===== config.mk =====
export PLATFORM = sky130hd
export DESIGN_NAME = fp_mul_stream_flat
export DESIGN_NICKNAME = d
export VERILOG_FILES = /design/src/rtl/fp_pkg.sv /design/src/rtl/fp_mul_stream_if.sv /design/src/rtl/fp_mul_core.sv /design/src/rtl/fp_mul_stream.sv /design/src/flat_wrapper.sv
export SDC_FILE = /design/constraint.sdc
export NUM_CORES = 2
export LEC_CHECK = 0
export CAP_MARGIN = 20
export CELL_PAD_IN_SITES_DETAIL_PLACEMENT = 0
export CELL_PAD_IN_SITES_GLOBAL_PLACEMENT = 1
export CORE_MARGIN = 1
export CORE_UTILIZATION = 50
export DETAILED_ROUTE_END_ITERATION = 10
export PLACE_DENSITY_LB_ADDON = 0.1
export SYNTH_ARGS = -nofsm -noshare
export SYNTH_HDL_FRONTEND = slang
export SYNTH_SLANG_ARGS = --single-unit

===== constraint.sdc =====
create_clock -name clk -period 12.5 [get_ports clk]
set_clock_uncertainty 0.15 [all_clocks]
set_input_delay 2.5 -clock clk [delete_from_list [all_inputs] [get_ports clk]]
set_output_delay 2.5 -clock clk [all_outputs]
set_load 0.02 [all_outputs]

===== src/rtl/fp_pkg.sv =====
// Shared binary32 constants, flag bit positions and the operand-pair type
// used by the fp_mul_stream datapath.
package fp_pkg;

  localparam int WIDTH  = 32;
  localparam int EXP_W  = 8;
  localparam int MAN_W  = 23;
  localparam int SIG_W  = MAN_W + 1;
  localparam int BIAS   = 127;
  localparam int FLAG_W = 4;

  localparam logic [WIDTH-1:0] QNAN    = 32'h7FC0_0000;
  localparam logic [WIDTH-1:0] POS_INF = 32'h7F80_0000;

  localparam int FLAG_NAN    = 0;
  localparam int FLAG_INF    = 1;
  localparam int FLAG_ZERO   = 2;
  localparam int FLAG_DENORM = 3;

  typedef struct packed {
    logic [WIDTH-1:0] a;
    logic [WIDTH-1:0] b;
  } operand_pair_t;

  function automatic logic is_denormal(input logic [WIDTH-1:0] x);
    return (x[30:23] == '0) && (x[22:0] != '0);
  endfunction

endpackage


===== src/rtl/fp_mul_stream_if.sv =====
// Valid/ready operand and product streams of the binary32 multiplier.
interface fp_mul_stream_if;
  import fp_pkg::*;

  logic             in_valid;
  logic             in_ready;
  logic [WIDTH-1:0] in_a;
  logic [WIDTH-1:0] in_b;
  logic             out_valid;
  logic             out_ready;
  logic [WIDTH-1:0] out_p;

  modport slave (
    input  in_valid, in_a, in_b, out_ready,
    output in_ready, out_valid, out_p
  );

  modport master (
    output in_valid, in_a, in_b, out_ready,
    input  in_ready, out_valid, out_p
  );

endinterface


===== src/rtl/fp_mul_core.sv =====
// Combinational binary32 multiply with truncation and special-case override.
// Status flags exist only when FP_MUL_STREAM_FLAGS_EN is defined.
module fp_mul_core
  import fp_pkg::*;
(
  input  logic [WIDTH-1:0]  a,
  input  logic [WIDTH-1:0]  b,
`ifdef FP_MUL_STREAM_FLAGS_EN
  output logic [FLAG_W-1:0] flags,
`endif
  output logic [WIDTH-1:0]  p
);

  logic             sign;
  logic             a_nan, b_nan, a_inf, b_inf, a_zero, b_zero;
  logic [SIG_W:0]   prod_hi;
  logic             norm;
  logic [MAN_W-1:0] frac;
  logic [9:0]       exp_sum;

  assign sign   = a[31] ^ b[31];
  assign a_nan  = (a[30:23] == 8'hFF) && (a[22:0] != '0);
  assign b_nan  = (b[30:23] == 8'hFF) && (b[22:0] != '0);
  assign a_inf  = (a[30:23] == 8'hFF) && (a[22:0] == '0);
  assign b_inf  = (b[30:23] == 8'hFF) && (b[22:0] == '0);
  assign a_zero = (a[30:23] == '0) && (a[22:0] == '0);
  assign b_zero = (b[30:23] == '0) && (b[22:0] == '0);

  // Only bits 47..23 of the 48-bit significand product survive truncation.
  assign prod_hi = 25'((48'({1'b1, a[22:0]}) * 48'({1'b1, b[22:0]})) >> 23);
  assign norm    = prod_hi[24];
  assign frac    = norm ? prod_hi[23:1] : prod_hi[22:0];
  assign exp_sum = 10'(a[30:23]) + 10'(b[30:23]) + 10'(norm) - 10'(BIAS);

  // Exponent out of range clamps to signed zero / infinity; specials win last.
  always_comb begin
    p = {sign, exp_sum[7:0], frac};
    if (exp_sum[9] || exp_sum == '0) begin
      p = {sign, 31'd0};
    end else if (exp_sum >= 10'd255) begin
      p = {sign, POS_INF[30:0]};
    end
    if (a_nan || b_nan || (a_inf && b_zero) || (b_inf && a_zero)) begin
      p = QNAN;
    end else if (a_inf || b_inf) begin
      p = {sign, POS_INF[30:0]};
    end else if (a_zero || b_zero) begin
      p = {sign, 31'd0};
    end
  end

`ifdef FP_MUL_STREAM_FLAGS_EN
  always_comb begin
    flags              = '0;
    flags[FLAG_NAN]    = (p == QNAN);
    flags[FLAG_INF]    = (p[30:0] == POS_INF[30:0]);
    flags[FLAG_ZERO]   = (p[30:0] == 31'd0);
    flags[FLAG_DENORM] = is_denormal(a) | is_denormal(b);
  end
`endif

endmodule


===== src/rtl/fp_mul_stream.sv =====
// Two-stage valid/ready binary32 multiplier: S1 holds operands, S2 the product.
// Define FP_MUL_STREAM_FLAGS_EN to add the registered out_flags status port.
module fp_mul_stream
  import fp_pkg::*;
(
  input  logic               clk,
  input  logic               rst_n,
  fp_mul_stream_if.slave     stream,
`ifdef FP_MUL_STREAM_FLAGS_EN
  output logic [FLAG_W-1:0]  out_flags,
`endif
  output logic [15:0]        op_count,
  output logic               busy
);

  logic          s1_valid;
  logic          s2_valid;
  operand_pair_t s1_ops;
  logic          accept;
  logic          advance;
  logic          consume;
  logic [WIDTH-1:0] core_p;
`ifdef FP_MUL_STREAM_FLAGS_EN
  logic [FLAG_W-1:0] core_flags;
`endif

  fp_mul_core u_core (
    .a     (s1_ops.a),
    .b     (s1_ops.b),
`ifdef FP_MUL_STREAM_FLAGS_EN
    .flags (core_flags),
`endif
    .p     (core_p)
  );

  // Ready never looks at in_valid, so upstream can wait on it safely.
  assign stream.in_ready  = !s1_valid | !s2_valid | stream.out_ready;
  assign stream.out_valid = s2_valid;
  assign busy             = s1_valid | s2_valid;

  assign accept  = stream.in_valid & stream.in_ready;
  assign consume = s2_valid & stream.out_ready;
  assign advance = s1_valid & (!s2_valid | stream.out_ready);

  always_ff @(posedge clk or negedge rst_n) begin
    if (!rst_n) begin
      s1_valid     <= 1'b0;
      s1_ops       <= '0;
      s2_valid     <= 1'b0;
      stream.out_p <= '0;
      op_count     <= '0;
    end else begin
      if (accept) begin
        s1_valid <= 1'b1;
        s1_ops.a <= stream.in_a;
        s1_ops.b <= stream.in_b;
      end else if (advance) begin
        s1_valid <= 1'b0;
      end
      if (advance) begin
        s2_valid     <= 1'b1;
        stream.out_p <= core_p;
      end else if (consume) begin
        s2_valid <= 1'b0;
      end
      if (consume) begin
        op_count <= op_count + 16'd1;
      end
    end
  end

`ifdef FP_MUL_STREAM_FLAGS_EN
  always_ff @(posedge clk or negedge rst_n) begin
    if (!rst_n) begin
      out_flags <= '0;
    end else if (advance) begin
      out_flags <= core_flags;
    end
  end
`endif

endmodule


===== src/flat_wrapper.sv =====
// flat-port wrapper written by rule: the top's interface ports become plain ports
module fp_mul_stream_flat import fp_pkg::*;
  (clk, rst_n, op_count, busy, stream_in_valid, stream_in_a, stream_in_b, stream_out_ready, stream_in_ready, stream_out_valid, stream_out_p);
  fp_mul_stream_if stream_i ();
  input  logic clk;
  input  logic rst_n;
  output logic [15:0] op_count;
  output logic busy;
  input wire logic [$bits(stream_i.in_valid)-1:0] stream_in_valid;
  input wire logic [$bits(stream_i.in_a)-1:0] stream_in_a;
  input wire logic [$bits(stream_i.in_b)-1:0] stream_in_b;
  input wire logic [$bits(stream_i.out_ready)-1:0] stream_out_ready;
  output wire logic [$bits(stream_i.in_ready)-1:0] stream_in_ready;
  output wire logic [$bits(stream_i.out_valid)-1:0] stream_out_valid;
  output wire logic [$bits(stream_i.out_p)-1:0] stream_out_p;
  assign stream_i.in_valid = stream_in_valid;
  assign stream_i.in_a = stream_in_a;
  assign stream_i.in_b = stream_in_b;
  assign stream_i.out_ready = stream_out_ready;
  assign stream_in_ready = stream_i.in_ready;
  assign stream_out_valid = stream_i.out_valid;
  assign stream_out_p = stream_i.out_p;
  fp_mul_stream u_core (.clk(clk), .rst_n(rst_n), .stream(stream_i), .op_count(op_count), .busy(busy));
endmodule

==> Yosys cells after proc, flatten, opt, wreduce, memory -nomap -nowiden <==
Cells that the tools add are included.
{ "word_totals": {"reg_bits": 114, "in_bits": 68, "out_inout_bits": 51, "word_cells": 57} }
{ "op_classes": {"n_addsub": 4, "mul": 1, "order_cmp": 1, "n_eq_ne": 2, "mux": 10, "n_bitwise": 8, "n_reduce_logical": 25} }
{ "op_table": {"columns": ["operator", "n"], "rows": [
  ["$mux 31", 4],
  ["$mul 24x24->48", 1],
  ["$logic_not 23->1", 2],
  ["$reduce_bool 23->1", 2],
  ["$mux 32", 1],
  ["$mux 23", 1],
  ["$add 16x1->16 const B", 1],
  ["$eq 8x8->1 const B", 2],
  ["$logic_not 8->1", 2],
  ["$add 9x1->10", 1],
  ["$ge 10x8->1 const B", 1],
  ["$logic_not 10->1", 1],
  ["$sub 10x7->10 const B", 1],
  ["$add 8x8->9", 1],
  ["$logic_and 1x1->1", 8],
  ["$logic_or 1x1->1", 6],
  ["$mux 1", 4],
  ["$or 1x1->1", 4],
  ["$reduce_bool 2->1", 2],
  ["$and 1x1->1", 3],
  ["$logic_not 1->1", 2],
  ["$xor 1x1->1", 1]
]} }

==> Depth between registers and ports, before layout <==
{ "logic_depth": {"ltp_word": 9, "ltp_mapped": 38, "mapped_depth_nobuf": 35} }

==> Hierarchy <==
Synthesis repeated with hierarchy kept, for this count alone.
{ "unflattened": {"hier_cells": 2594, "area_unflattened_um2": 24384.6} }
{ "by_module_without_submodules": {"columns": ["module", "instances", "cells_per_inst", "area_each_um2", "seq_area_each_um2"], "rows": [
  ["fp_mul_core", 1, 2327, 19777.7, 0.0],
  ["fp_mul_stream", 1, 267, 4606.9, 2852.7]
]} }

==> Worst setup path before layout <==
No wires, ideal clock.
{ "synth_path": {"kind": "register to register", "from": "register, netlist name u_core.s1_ops[3]", "to": "register u_core.stream.out_p[12]", "setup_time_ns": 0.090, "arrival_time_ns": 8.854, "required_time_ns": 12.260, "slack_ns": 3.405, "stages_incl_launch_ff": 37, "path_buffers": 3, "synth_period_minus_slack_ns": 9.095, "path_cell_list": "dfrtp_1 -> clkbuf_1 -> clkbuf_1 -> nand2_1 -> fa_1 -> inv_1 -> fa_1 -> fa_1 -> inv_1 -> fa_1 -> inv_1 -> fa_1 -> fa_1 -> inv_1 -> fa_1 -> inv_1 -> ha_1 -> a21oi_1 -> o21ai_0 -> a31oi_1 -> nor3b_1 -> nor4_1 -> a21oi_1 -> nor2_2 -> xnor2_1 -> ha_1 -> fa_1 -> a211o_1 -> and2_1 -> o311ai_2 -> nor4_1 -> o211ai_2 -> nand3_2 -> nor4_4 -> nand2_1 -> buf_2 -> o221ai_1"} }
{ "synth_between": {"elab_chain_cells": 9, "word_cells_on_any_way": 24, "classes_between": "2 x add/sub; 1 x mul; 1 x order compare; 6 x mux; 14 x reduce/logical"} }
{ "synth_lines": {"columns": ["item", "line", "source"], "rows": [
  ["$mul 24x24->48", "fp_mul_core.sv:30", "assign prod_hi = 25'((48'({1'b1, a[22:0]}) * 48'({1'b1, b[22:0]})) >> 23);"],
  ["$add 9x1->10", "fp_mul_core.sv:33", "assign exp_sum = 10'(a[30:23]) + 10'(b[30:23]) + 10'(norm) - 10'(BIAS);"],
  ["$sub 10x7->10", "fp_mul_core.sv:33", null],
  ["$ge 10x8->1 or $logic_not 10->1 (tied branches)", "fp_mul_core.sv:40, fp_mul_core.sv:38", null],
  ["$mux 31 or $logic_or 1x1->1 (tied branches)", "fp_mul_core.sv:40, fp_mul_core.sv:38", null],
  ["$mux 31", "fp_mul_core.sv:38", "if (exp_sum[9] || exp_sum == '0) begin"],
  ["$mux 31", "fp_mul_core.sv:47", "end else if (a_zero || b_zero) begin"],
  ["$mux 31", "fp_mul_core.sv:45", "end else if (a_inf || b_inf) begin"],
  ["$mux 32 *", "fp_mul_core.sv:43", "if (a_nan || b_nan || (a_inf && b_zero) || (b_inf && a_zero)) begin"],
  ["end signal: assignment", "fp_mul_stream.sv:62", "stream.out_p <= core_p;"],
  ["end: declaration", "fp_mul_stream_if.sv:15", "output in_ready, out_valid, out_p"]
]} }
Every way passes the cells marked *; elsewhere a longest branch is shown, timed or not.
A chain may end at the register's enable or synchronous reset.

==> Final worst setup path <==
{ "layout_path": {"from": "register, netlist name u_core.s1_ops[0]", "to": "register u_core.stream.out_p[16]"} }
{ "layout_between": {"elab_chain_cells": 9, "word_cells_on_any_way": 24, "classes_between": "2 x add/sub; 1 x mul; 1 x order compare; 6 x mux; 14 x reduce/logical"} }
{ "layout_lines": {"columns": ["item", "line"], "rows": [
  ["$mul 24x24->48", "fp_mul_core.sv:30"],
  ["$add 9x1->10", "fp_mul_core.sv:33"],
  ["$sub 10x7->10", "fp_mul_core.sv:33"],
  ["$ge 10x8->1 or $logic_not 10->1 (tied branches)", "fp_mul_core.sv:40, fp_mul_core.sv:38"],
  ["$mux 31 or $logic_or 1x1->1 (tied branches)", "fp_mul_core.sv:40, fp_mul_core.sv:38"],
  ["$mux 31", "fp_mul_core.sv:38"],
  ["$mux 31", "fp_mul_core.sv:47"],
  ["$mux 31", "fp_mul_core.sv:45"],
  ["$mux 32 *", "fp_mul_core.sv:43"]
]} }
Marked as above.

==> key figures <==
Timing
  – Final slew viol count: 0
  – Setup TNS: 0 ns
  – Slew @ Worst Pin: about 1.2 ns
  – Rel. slew slack: about a fifth
  – Setup violators final: 0
  – Period utilisation layout: a little under 90%
  – Post-route minimum period: about 11 ns
  – Max Fclk: 0.0921 GHz
  – RSZ-0062 raised after global routing: no
  – Final hold violations: 0

Synthesis
  – Sequential-to-total area share from yosys stat: between 10 and 15%
  – Ys async rst share: between 90% and 100%
  – Number of synthesized flops with an enable pin: 0
  – Synth Flop Type: dfrtp_1
  – Avg Cell Area, Syn: between 9 and 10 sq um
  – Synthesized flop and latch total: 114
  – Post-Synthesis Cells: between 2k and 3k
  – Syn Nets: roughly 3.3k
  – Area of the mapped netlist: around 24000 sq um
  – Yosys warnings: 0
  – Post-synthesis cell type count: 74

Critical path
  – WP data arrival: approximately 11 ns
  – Critical path type: flip-flop to flip-flop
  – CP most frequent cell: fa_1
  – CP delay by family, top: adder cells
  – Slowest CP cell: dfrtp_1
  – Slowest stage delay, CP: 0.90 ns
  – Critical path peak fanout: 19
  – WP buf/inv: 6
  – CP Capture Type: flip-flop
  – Crit start category: flip-flop
  – Data required, critical path: around 13 ns

Clock tree
  – H-tree depth: 4
  – CTS max path bufs: 2
  – # resized after CTS: 0
  – Worst-skew pair later-pin latency: approximately 0.49 ns
  – Clock tree sinks: about 110
  – CTS Root Cell: clkbuf_16
  – Hold_buf cts: 0
  – Clock Pin Slew Worst Setup and Hold Paths: roughly 0.06 ns
  – CTS tree: built
  – Num CTS Buffers: 17
  – Post-CTS setup buffer count: 0

Die
  – Initial core utilization: 50.7%
  – Row count: just under 80
  – Chip Height: ~220 um
  – DIE AREA: about 48000 sq um
  – Core area: approximately 47000 sq um
  – Die X: 219 um
  – Ports: 119

Drt
  – Vias: approximately 18k
  – 1st-iter DRT viols: approximately 1.2k
  – Initial DRT Pass Iterations: 5
  – Vias/cell: ~5.5
  – Post-DRT Antenna Nets: 0
  – WL/cell: ~22 um
  – Routed wire length: 71500 um
  – DRC Markers: 0

Layout
  – Nets@finish: around 3.3k
  – # fillers: 4160
  – Most frequent cells in the layout: inv_1, fa_1, nand2_1
  – Syn-to-layout area delta: 11.4%
  – Commonest non-fill, non-tap cell in the layout: inv_1
  – ANT cells: 0
  – Fraction of layout cells with a size suffix above 1: 6.38%

Global route
  – Gr ovfl total: 0
  – First-pass GRT wire length: 114000 um
  – Initial antenna violation count: 2
  – Largest net degree at the start of global routing: 65
  – Number of global-route vias before repair: just under 20k
  – All-Layer GR Usage: 32.1%

Worst hold path
  – Hold Crit Class: flip-flop to flip-flop

Place
  – I/O Buffers: between 100 and 150
  – Final HPWL DP: 55300 um
  – Final estimated routing congestion in global placement: 0.923

Outcome
  – Run status: completed

Job
  – Maxcap violations: 0
## synth_stat cells, types with 11 or more instances
| cell | instances | area share [%] |
|---|---|---|
| o21ai_0 | 34 | 0.72 |
| a21o_1 | 17 | 0.54 |
| nor4_1 | 19 | 0.50 |
| mux2_2 | 69 | 3.3 |
| a22o_1 | 11 | 0.41 |
| fa_1 | 482 | 41 |
| nor2_1 | 68 | 1.1 |
| and2_1 | 219 | 5.8 |
| nor3_1 | 12 | 0.25 |
| dfrtp_1 | 114 | 12 |
| inv_1 | 578 | 9.2 |
| nand4_1 | 16 | 0.42 |
| clkbuf_1 | 106 | 1.7 |
| xor2_1 | 16 | 0.59 |
| xnor2_1 | 34 | 1.3 |
| nand2_1 | 336 | 5.3 |
| nand3_1 | 19 | 0.40 |
| ha_1 | 185 | 9.8 |
| a21oi_1 | 49 | 1.0 |
## cells by family (layout without fill, tap and decap cells)
family / count (synthesis) / count (layout) / synth area share (%)
AND/OR/NAND/NOR: 725 / 725 / 15.0
XOR/XNOR: 50 / 50 / 1.85
AO/OA/AOI/OAI: 197 / 197 / 5.81
flip-flops: 114 / 114 / 12.1
buffers and inverters: 696 / 775 / 11.1
multiplexers: 75 / 75 / 3.54
adder cells (fa/ha/maj): 667 / 667 / 50.6
## registers in the layout, indices dropped and copies added (netlist names)
| register | count |
|---|---|
| u_core.s1_ops | 64 |
| u_core.stream.out_valid | 1 |
| u_core.stream.out_p | 32 |
| u_core.s1_valid | 1 |
| u_core.op_count | 16 |
## layer usage
metal | GRT usage (%) | wire length (um) | vias up
li1 | - | - | 7753
met4 | 10.3 | 2080 | 4
met5 | 0 | 33 | -
met2 | 48.9 | 32300 | 669
met1 | 45.7 | 31300 | 9199
met3 | 6.87 | 5810 | 118
## cell type report
class	count	area (sq um)	share of cell area, %
multi-input combinational	1714	18200	69.0
sequential	114	2850	10.8
inverter	580	2180	8.27
timing repair buffer	163	1760	6.70
tap	607	759	2.89
clock buffer	19	443	1.68
clock inverter	13	174	0.661
## per-stage QoR
stage / instance area (sq um) / utilization, % / setup WS [ns] / std cells / hold slack (ns)
3_3_place_gp: 25400 / 54.5 / 1.76 / 3165 / 0.310
2_1_floorplan: 23600 / - / 3.41 / 2524 / 0.335
5_1_grt: 26300 / 56.5 / 0.918 / 3210 / 0.347
3_5_place_dp: 25700 / 55.1 / 1.68 / 3176 / 0.317
4_1_cts: 26300 / 56.4 / 1.64 / 3208 / 0.334
6_report: 26300 / 56.5 / 1.64 / 3210 / 0.321
## final timing paths
check / start / to / slack, ns / cells past startpoint
min in group asynchronous: rst_n / u_core.s1_ops[44] / 1.72 / 1
max in group asynchronous: rst_n / u_core.s1_ops[22] / 8.71 / 3
max: u_core.s1_ops[0] / u_core.stream.out_p[16] / 1.64 / 33
max reg2reg: u_core.s1_ops[0] / u_core.stream.out_p[16] / 1.64 / 33
min: u_core.op_count[15] / u_core.op_count[15] / 0.32 / 1
min reg2reg: u_core.op_count[15] / u_core.op_count[15] / 0.32 / 1
Power is not shown: default switching activity piles up to over one toggle a cycle in this logic, so the estimate is an artifact.
==> patch: new RTL, same flow settings <==
Put one more register stage on the output `op_count`, with the module's reset. The value now appears one clock later. The other outputs are not delayed to match.
--- a/src/rtl/fp_mul_stream.sv
+++ b/src/rtl/fp_mul_stream.sv
@@ -12,6 +12,8 @@
   output logic [15:0]        op_count,
   output logic               busy
 );
+
+  logic [15:0] op_count_s0;
 
   logic          s1_valid;
   logic          s2_valid;
@@ -48,7 +50,7 @@
       s1_ops       <= '0;
       s2_valid     <= 1'b0;
       stream.out_p <= '0;
-      op_count     <= '0;
+      op_count_s0  <= '0;
     end else begin
       if (accept) begin
         s1_valid <= 1'b1;
@@ -64,7 +66,7 @@
         s2_valid <= 1'b0;
       end
       if (consume) begin
-        op_count <= op_count + 16'd1;
+        op_count_s0 <= op_count_s0 + 16'd1;
       end
     end
   end
@@ -79,5 +81,13 @@
   end
 `endif
 
+  always_ff @(posedge clk or negedge rst_n) begin
+    if (!rst_n) begin
+      op_count <= '0;
+    end else begin
+      op_count <= op_count_s0;
+    end
+  end
+
 endmodule
 
Formal check against the unedited RTL: not equivalent (a bounded check fails within 4 cycles, from zero or initial values and one cycle with rst_n low).
==> patch against the original RTL <==
  * Worst setup slack worse by 400 ps
  * Wire length down 5.2%
  * Via count down 0.69%
  * Fmax down 3.6%
  * Final area up 0.54%
  * Area after synthesis up 1.6%
  * Sequential cell count up 16
Power is left out: the tool's default activity adds up to more than one toggle a clock period on the data nets, which glitch-free logic cannot reach.
==> patch: results (changes against the original RTL) <==
Status
  • Outcome: finished, final reports clean

Clocking
  • Clk_lat worst skew: 450 ps (-40 ps)
  • Reg clk slew, reported paths: around 70 ps
  • CTS Buffer Depth: 2 (unchanged)
  • Num CTS Buffers: 17 (unchanged)
  • Cts repair resizes: 0 (unchanged)
  • Setup Buffers After CTS: 0 (unchanged)
  • Clock root buffer master: clkbuf_16
  • Htree depth: 4 (unchanged)

Cells and area
  • Share of cells above drive strength 1: 6.37% (-0.0064 points)
  • Largest registers: u_core.s1_ops x64, u_core.stream.out_p x32
  • Filler instances: 4330 (+4.1%)
  • Diode count: 0 (unchanged)
  • Largest reg by FF count: u_core.s1_ops
  • Final layout net count: 3359 (+1.0%)

Hold path
  • Class of the worst hold path: reg -> reg

Critical path
  • Data arrival time of the critical path: 11490 ps (+420 ps)
  • Reg2Reg Setup Slack: 1240 ps (-400 ps)
  • Slowest stage delay, CP: 950 ps (+50 ps)
  • CP delay by family, top: adder cells
  • Top fanout value on the critical path: 18 (-1)
  • Crit-path slowest cell: dfrtp_1

Synthesis
  • Post-synth top flop: dfrtp_1
  • Syn_area_per_cell: 9.39 um2 (+0.33%)
  • Synth area leaders: fa_1 (40%), dfrtp_1 (14%), ha_1 (9.6%)
  • Synth cell count leaders: inv_1 (571), fa_1 (482), nand2_1 (349)
  • Mapped Nets: 3291 (+0.98%)
  • YS warnings: 0 (unchanged)
  • FFs w/ async S/R, synth: 100% (unchanged)
  • Seq/Total Area, Yosys: 13.6% (+1.5 points)
  • Synth cell types: 73 (-1.4%)

Routing
  • DR WL/cell: 20.9 um (-6.2%)
  • Vias: 17600 (-0.69%)
  • Drt total wl: 67.8 mm (-5.2%)
  • Number of iterations in the first detailed-routing pass: 5 (unchanged)
  • Number of DRC markers in iteration 0: 897 (-23%)
  • Drc violations: 0 (unchanged)

Placement
  • Setup WS pre-CTS: 1460 ps (-221 ps)
  • Port buffer count: 118 (unchanged)
  • Dpl cell area: 0.0259 mm2 (+0.84%)
  • GP Congestion: 0.931 (+0.92%)
  • Placed Cells: 3210 (+1.1%)
  • DP HPWL: 54.7 mm (-1.1%)

Global route
  • Vias in the first global route: 19500 (+1.0%)
  • Initial antenna violation count: 1 (-1)
  • Global Route Usage Sum: 29.2% (-2.9 points)
  • First-pass GRT wire length: 108 mm (-5.1%)
  • Largest net degree at the start of global routing: 71 (+9.2%)

STA
  • Finish-stage setup viols: 0 (unchanged)
  • Slew headroom: 24.2% (+3.8 points)
  • Hold slack: 252 ps (-68.8 ps)
  • Final period util: 90.1% (+3.2 points)
-- patch: cell count changes after synthesis, moves of 10 or more --
cell / change
a21oi_1: +11
o21ai_1: +10
nand2_1: +13
a21o_1: -12
a22o_1: -10
dfrtp_1: +16
-- patch: layer usage --
metal	global-route usage, %	routed length, um	share of wire [%]
met4	13.1	3030	4.5
met1	36.3	27100	40
met2	50.6	34200	51
met3	4.20	3430	5.1
met5	0	13	0.019
-- patch: final cells by class --
class                           instances  area, um2  share of cell area [%]
Multi-Input combinational cell       1734      18200                    68.6
Tap cell                              607        759                    2.87
Clock buffer                           18        429                    1.62
Clock inverter                         14        146                   0.553
Timing Repair Buffer                  168       1570                    5.94
Sequential cell                       130       3250                    12.3
Inverter                              573       2150                    8.13
-- patch: cell families after synthesis --
kind of cell               after synthesis  synth area share [%]
buffers and inverters                  692                  10.9
muxes                                   80                  3.67
and+or+nand+nor                        753                  15.2
adders and majority gates              667                  49.8
DFF                                    130                  13.6
AOI/OAI and AO/OA                      186                  5.09
xor gates and xnor gates                48                  1.78
-- patch: worst paths after layout --
path                            cells after the start                                  end                               start
worst max-delay path                               36  u_core.stream.out_p[19]$_DFFE_PN0P_        u_core.s1_ops[8]$_DFFE_PN0P_
worst min-delay path                                0        u_core.op_count[15]$_DFF_PN0_  u_core.op_count_s0[15]$_DFFE_PN0P_
worst max register to register                     36  u_core.stream.out_p[19]$_DFFE_PN0P_        u_core.s1_ops[8]$_DFFE_PN0P_
worst min register to register                      0        u_core.op_count[15]$_DFF_PN0_  u_core.op_count_s0[15]$_DFFE_PN0P_
max in group asynchronous                           2        u_core.op_count[15]$_DFF_PN0_                               rst_n
min in group asynchronous                           1        u_core.s1_ops[29]$_DFFE_PN0P_                               rst_n
